==> src/rtl/candy_if.sv <==
// Key and display/dispense signal bundle for the candy vending machine.
interface candy_if;
  logic [3:0] key_in;
  logic [7:0] display_column;
  logic [7:0] out;
  logic       candy;
  logic [2:0] change_beg;
  logic       change_obeg;
  logic [2:0] col;

  modport master (
    output key_in,
    input  display_column, out, candy, change_beg, change_obeg, col
  );

  modport slave (
    input  key_in,
    output display_column, out, candy, change_beg, change_obeg, col
  );
endinterface

==> src/rtl/candy_top.sv <==
// Candy vending machine: coin/buy/return key handling, balance keeping and
// a multiplexed 8-digit seven-segment balance display.
module candy_top #(
  parameter int unsigned PRICE    = 2,
  parameter int unsigned MAX_BAL  = 9,
  parameter int unsigned SCAN_DIV = 16
) (
  input logic  clk,
  input logic  reset,
  candy_if.slave bus
);

  localparam int unsigned CW = (SCAN_DIV > 1) ? $clog2(SCAN_DIV) : 1;
  localparam logic [CW-1:0] SCAN_LAST = CW'(SCAN_DIV - 1);
  localparam logic [4:0]    MAX5      = 5'(MAX_BAL);
  localparam logic [3:0]    PRICE4    = 4'(PRICE);

  logic [3:0]    bal;
  logic [3:0]    key_prev;
  logic          armed;
  logic [CW-1:0] scan_cnt;
  logic [2:0]    col_q;
  logic [7:0]    dcol_q;
  logic [7:0]    seg_q;
  logic          candy_q;
  logic [2:0]    beg_q;
  logic          obeg_q;

  logic [3:0] press;
  logic       advance;
  logic [2:0] col_n;
  logic [3:0] digit;
  logic       blank;
  logic [7:0] seg_n;

  function automatic logic [7:0] seg7(input logic [3:0] d);
    case (d)
      4'd0:    seg7 = 8'h3F;
      4'd1:    seg7 = 8'h06;
      4'd2:    seg7 = 8'h5B;
      4'd3:    seg7 = 8'h4F;
      4'd4:    seg7 = 8'h66;
      4'd5:    seg7 = 8'h6D;
      4'd6:    seg7 = 8'h7D;
      4'd7:    seg7 = 8'h07;
      4'd8:    seg7 = 8'h7F;
      4'd9:    seg7 = 8'h6F;
      default: seg7 = 8'h00;
    endcase
  endfunction

  // The first clock after reset only captures key history, so a key held
  // through reset release is not seen as a fresh press.
  always_comb begin
    press = armed ? (bus.key_in & ~key_prev) : '0;
  end

  always_comb begin
    advance = (scan_cnt == SCAN_LAST);
    col_n   = advance ? col_q + 3'd1 : col_q;
    digit   = '0;
    blank   = 1'b0;
    case (col_n)
      3'd0, 3'd1: digit = '0;
      3'd2:       digit = bal;
      default:    blank = 1'b1;
    endcase
    seg_n = blank ? 8'h00 : seg7(digit);
  end

  always_ff @(posedge clk or negedge reset) begin
    if (!reset) begin
      bal      <= '0;
      key_prev <= '0;
      armed    <= 1'b0;
      scan_cnt <= '0;
      col_q    <= '0;
      dcol_q   <= 8'hFE;
      seg_q    <= 8'h3F;
      candy_q  <= 1'b0;
      beg_q    <= '0;
      obeg_q   <= 1'b0;
    end else begin
      armed    <= 1'b1;
      key_prev <= bus.key_in;
      candy_q  <= 1'b0;
      beg_q    <= '0;
      obeg_q   <= 1'b0;
      if (press[2]) begin
        if (bal != '0) begin
          obeg_q <= (bal >= 4'd5);
          beg_q  <= 3'(bal % 4'd5);
          bal    <= '0;
        end
      end else if (press[3]) begin
        if (bal >= PRICE4) begin
          candy_q <= 1'b1;
          bal     <= bal - PRICE4;
        end
      end else if (press[1]) begin
        if (({1'b0, bal} + 5'd5) <= MAX5) bal <= bal + 4'd5;
      end else if (press[0]) begin
        if (({1'b0, bal} + 5'd1) <= MAX5) bal <= bal + 4'd1;
      end

      scan_cnt <= advance ? '0 : scan_cnt + 1'b1;
      col_q    <= col_n;
      dcol_q   <= ~(8'd1 << col_n);
      seg_q    <= seg_n;
    end
  end

  assign bus.col            = col_q;
  assign bus.display_column = dcol_q;
  assign bus.out            = seg_q;
  assign bus.candy          = candy_q;
  assign bus.change_beg     = beg_q;
  assign bus.change_obeg    = obeg_q;

endmodule

==> src/flat_wrapper.sv <==
// flat-port wrapper written by rule: the top's interface ports become plain ports
module candy_top_flat 
#(
  parameter int unsigned PRICE    = 2,
  parameter int unsigned MAX_BAL  = 9,
  parameter int unsigned SCAN_DIV = 16
)
  (clk, reset, bus_key_in, bus_display_column, bus_out, bus_candy, bus_change_beg, bus_change_obeg, bus_col);
  candy_if bus_i ();
  input logic clk;
  input logic reset;
  input wire logic [$bits(bus_i.key_in)-1:0] bus_key_in;
  output wire logic [$bits(bus_i.display_column)-1:0] bus_display_column;
  output wire logic [$bits(bus_i.out)-1:0] bus_out;
  output wire logic [$bits(bus_i.candy)-1:0] bus_candy;
  output wire logic [$bits(bus_i.change_beg)-1:0] bus_change_beg;
  output wire logic [$bits(bus_i.change_obeg)-1:0] bus_change_obeg;
  output wire logic [$bits(bus_i.col)-1:0] bus_col;
  assign bus_i.key_in = bus_key_in;
  assign bus_display_column = bus_i.display_column;
  assign bus_out = bus_i.out;
  assign bus_candy = bus_i.candy;
  assign bus_change_beg = bus_i.change_beg;
  assign bus_change_obeg = bus_i.change_obeg;
  assign bus_col = bus_i.col;
  candy_top #(.PRICE(PRICE), .MAX_BAL(MAX_BAL), .SCAN_DIV(SCAN_DIV)) u_core (.clk(clk), .reset(reset), .bus(bus_i));
endmodule
==> config.mk <==
export PLATFORM = sky130hd
export DESIGN_NAME = candy_top_flat
export DESIGN_NICKNAME = d
export VERILOG_FILES = /design/src/rtl/candy_if.sv /design/src/rtl/candy_top.sv /design/src/flat_wrapper.sv
export SDC_FILE = /design/constraint.sdc
export NUM_CORES = 1
export LEC_CHECK = 0
export CAP_MARGIN = 20
export CORE_ASPECT_RATIO = 0.9
export CORE_MARGIN = 2
export CORE_UTILIZATION = 49
export CTS_CLUSTER_SIZE = 25
export DETAILED_ROUTE_END_ITERATION = 7
export PLACE_DENSITY_LB_ADDON = 0.05
export SLEW_MARGIN = 15
export SYNTH_ARGS = -nofsm -noshare
export SYNTH_HDL_FRONTEND = slang
export SYNTH_SLANG_ARGS = --single-unit
==> constraint.sdc <==
create_clock -name clk -period 2.55 [get_ports clk]
set_clock_uncertainty 0.15 [all_clocks]
set_input_delay 0.765 -clock clk [delete_from_list [all_inputs] [get_ports clk]]
set_output_delay 0.765 -clock clk [all_outputs]
set_load 0.01 [all_outputs]
==> impl_metrics.py <==
metrics = {
    "clocking": {
        "htree_levels": 2,
        "cts.repair.resized": 0,
        "clk_latency_ps": 290,
        "cts_root_buf": "clkbuf_8",
        "postCtsSetupBuffers": 0,
        "cts_made_buffers": 5,
        "clockBufferDepth": 2,
        "clk_pin_slew_worst_paths_ps": 70,
        "hold_buffers": 0,
        "cts_tree": "yes",
        "cts.sinks": 36,
    },
    "worst_setup_path": {
        "cp.required_ps": 2570,
        "cpPeakStageDelay_ps": 510,
        "crit_slowest_cell": "or4_1",
        "r2r_cells": 8,
        "cp_max_fo": 8,
        "critPathLaunchType": "flop",
        "crit_chain": "inv_1 -> ha_1 -> nor2b_1 -> o21ai_0 -> a211oi_1 -> buf_4 -> or4_1 -> o221a_1",
        "rrSetupSlack_ps": 150,
        "timing.rr.end": "u_core.bal[2]",
        "cp_data_arrival_time_ps": 2420,
        "end_kind": "flop",
        "r2r_start": "u_core.bal[1]",
        "critical_path_class": "reg2reg",
    },
    "power": {
        "power_density_nw_per_um2": 784.3,
        "p_leak_uw": 0.001263,
        "ir_drop_uv": 379.5,
    },
    "hold_path": {
        "hp-start": "u_core.scan_cnt[0]",
        "hold_depth": 1,
        "holdPathEnd": "u_core.scan_cnt[0]",
        "hold_path_class": "reg2reg",
    },
    "synth": {
        "async_reset_ff_share_pct": 100.0,
        "synth_top_family_by_area": "simple AND/OR/NAND/NOR gates",
        "synth.net_count": 214,
        "avgSynthCellArea_um2": 10.68,
        "syn_inst": 192,
        "synth_enable_flop_cells": 0,
        "synth.distinct_cells": 57,
        "synth.cell_area_um2": 2051,
        "synth-xor-area-share_pct": 4.820,
        "synth_compound_area_share_pct": 15.92,
        "synth_flop_cell": "dfrtp_1",
        "synth-simple-area-share_pct": 16.66,
        "ys_warn_count": 0,
        "ys_seq_area_share_pct": 44.72,
        "synthMuxAreaShare_pct": 2.624,
        "ys_ff_latch": 36,
        "synth_fa_ha_area_share_pct": 9.762,
    },
    "floorplanning": {
        "core_um2": 4046,
        "row_count": 22,
        "die_area_um2": 4719,
        "die_width_um": 72.19,
        "initial_utilization_pct": 50.68,
        "top_level_ports": 30,
        "die_height_um": 65.38,
    },
    "layout": {
        "fill_cells": 308,
        "final_nets": 275,
        "final_common_cell": "buf_4",
        "final_cells": 302,
        "synthToLayoutAreaGrowth_pct": 35.27,
        "final_cell_mix": "buf_4 (32), clkdlybuf4s50_1 (27), dfrtp_1 (22)",
        "layout-drive-gt1-share_pct": 29.92,
        "antenna_cells": 0,
    },
    "routing": {
        "drt_drc_violations_left": 0,
        "vias_per_cell": 5.596,
        "drtIter0Drc": 128,
        "wl_per_cell_um": 15.00,
        "routed_wl_um": 4530,
        "num_vias": 1690,
        "final_antenna_net_count": 0,
        "dr.pass1.iters": 4,
    },
    "place": {
        "post-place-ws_ps": -253.9,
        "dp_hpwl_um": 3317,
        "portBuffers": 28,
        "place_inst": 294,
        "gp_congestion": 0.8131,
    },
    "sta": {
        "fin_crit_ps": 2397,
        "fin_ws_ps": 152.9,
        "rsz0062_at_grt": "false",
        "setup_viol": 0,
        "fmax_mhz": 417.2,
        "fin_crit_sh_pct": 94.01,
        "max_slew.worst_pin.slew_ps": 730.7,
        "fin_hold_ws_ps": 421.2,
        "tns_ps": 0,
        "timing.final.max_slew_violations": 0,
        "hold_viol_final": 0,
        "relSlewSlack_pct": 50.65,
    },
    "global_routing": {
        "grt_pass1_vias": 1677,
        "grt_antenna_before_repair": 0,
        "grt_pass1_wl_um": 7596,
        "grt_overflow_total": 0,
        "grt_usage_pct": 20.90,
        "grt_max_degree": 37,
    },
    "run_status": {
        "outcome": "finished clean",
    },
    "run": {
        "maxCapViolCount": 0,
    },
}
## layer usage
metal	global-route usage (%)	vias to the layer above	wire length [um]
li1	-	812	-
met1	27.52	810	2115
met2	34.63	62	2111
met3	4.908	6	265
met4	5.425	0	37
met5	0	-	0
## cell usage after synthesis (2+ instances only)
master,number,area [um^2]
clkbuf_1,2,7.510
o311a_1,2,20.02
mux2i_1,2,20.02
nor2_1,9,33.78
ha_1,16,200.2
a21oi_1,8,40.04
nand2b_1,4,25.02
dfrtp_1,23,575.6
xor2_1,2,17.52
nand2_1,9,33.78
conb_1,2,7.510
a22oi_1,2,15.01
xor2_4,2,55.05
inv_1,14,52.55
nor2b_1,7,43.79
nor3_1,4,20.02
nand3_1,9,45.04
dfstp_2,13,341.6
o21ai_0,12,60.06
inv_2,2,7.510
xnor2_1,3,26.28
nand3b_1,4,30.03
or4_1,3,22.52
a211oi_1,3,22.52
nor4_1,2,12.51
buf_4,2,15.01
## critical path: cells and delay by family (launching register included)
family | cells | cell delay [ps]
AND/OR/NAND/NOR | 2 | 570
AO/OA/AOI/OAI | 3 | 550
flip-flops | 1 | 460
adder cells (fa/ha/maj) | 1 | 320
buffers and inverters | 2 | 240
## layout make-up
cell class	count	area [um^2]	area share, %
Multi-Input combinational cell	133	1080	38.93
Sequential cell	36	918.4	33.11
Timing Repair Buffer	60	523.0	18.85
Clock buffer	7	96.34	3.473
Inverter	17	66.31	2.391
Tap cell	48	60.06	2.165
Clock inverter	1	30.03	1.083
## worst max-delay path by stage
stage	startpoint	endpoint	slack (ps)	cells after the start
finish	u_core.bal[1]	u_core.bal[2]	150	8
global route	u_core.scan_cnt[0]	u_core.bus.out[0]	20	9
CTS	u_core.scan_cnt[0]	u_core.bus.out[0]	40	9
detailed placement	bus_key_in[1]	u_core.bal[3]	-250	9
global placement	bus_key_in[1]	u_core.bal[3]	-200	9
floorplan	u_core.scan_cnt[0]	u_core.bus.out[3]	150	8
## where the power goes
group / switching [uW] / total (uW) / internal (uW)
Combinational: 497 / 971 / 474
Clock: 196 / 541 / 345
Sequential: 49.6 / 664 / 614
Total: 742 / 2180 / 1430
## stage by stage
step,total power [uW],utilization (%),area [um^2]
2_1_floorplan,1264,-,2051
3_5_place_dp,1581,64.07,2592
6_report,2175,68.55,2774
5_1_grt,2304,68.55,2774
4_1_cts,2134,67.19,2719
3_3_place_gp,1556,64.07,2592
## registers in the layout (all words and copies together), names as in the netlist
signal and count:
u_core.bus.candy 1, u_core.bus.change_obeg 1, u_core.scan_cnt 4, u_core.bus.display_column 8, u_core.bus.out 7, u_core.bus.col 3, u_core.armed 1, u_core.bus.change_beg 3
u_core.key_prev 4, u_core.bal 4
## kinds of logic after synthesis
group / Yosys count
AOI/OAI and AO/OA: 46
xor gates and xnor gates: 7
adders and majority gates: 16
buffers and inverters: 23
DFF: 36
muxes: 4
other: 2
and+or+nand+nor: 58
No activity file was read; power rests on OpenSTA's default activity.
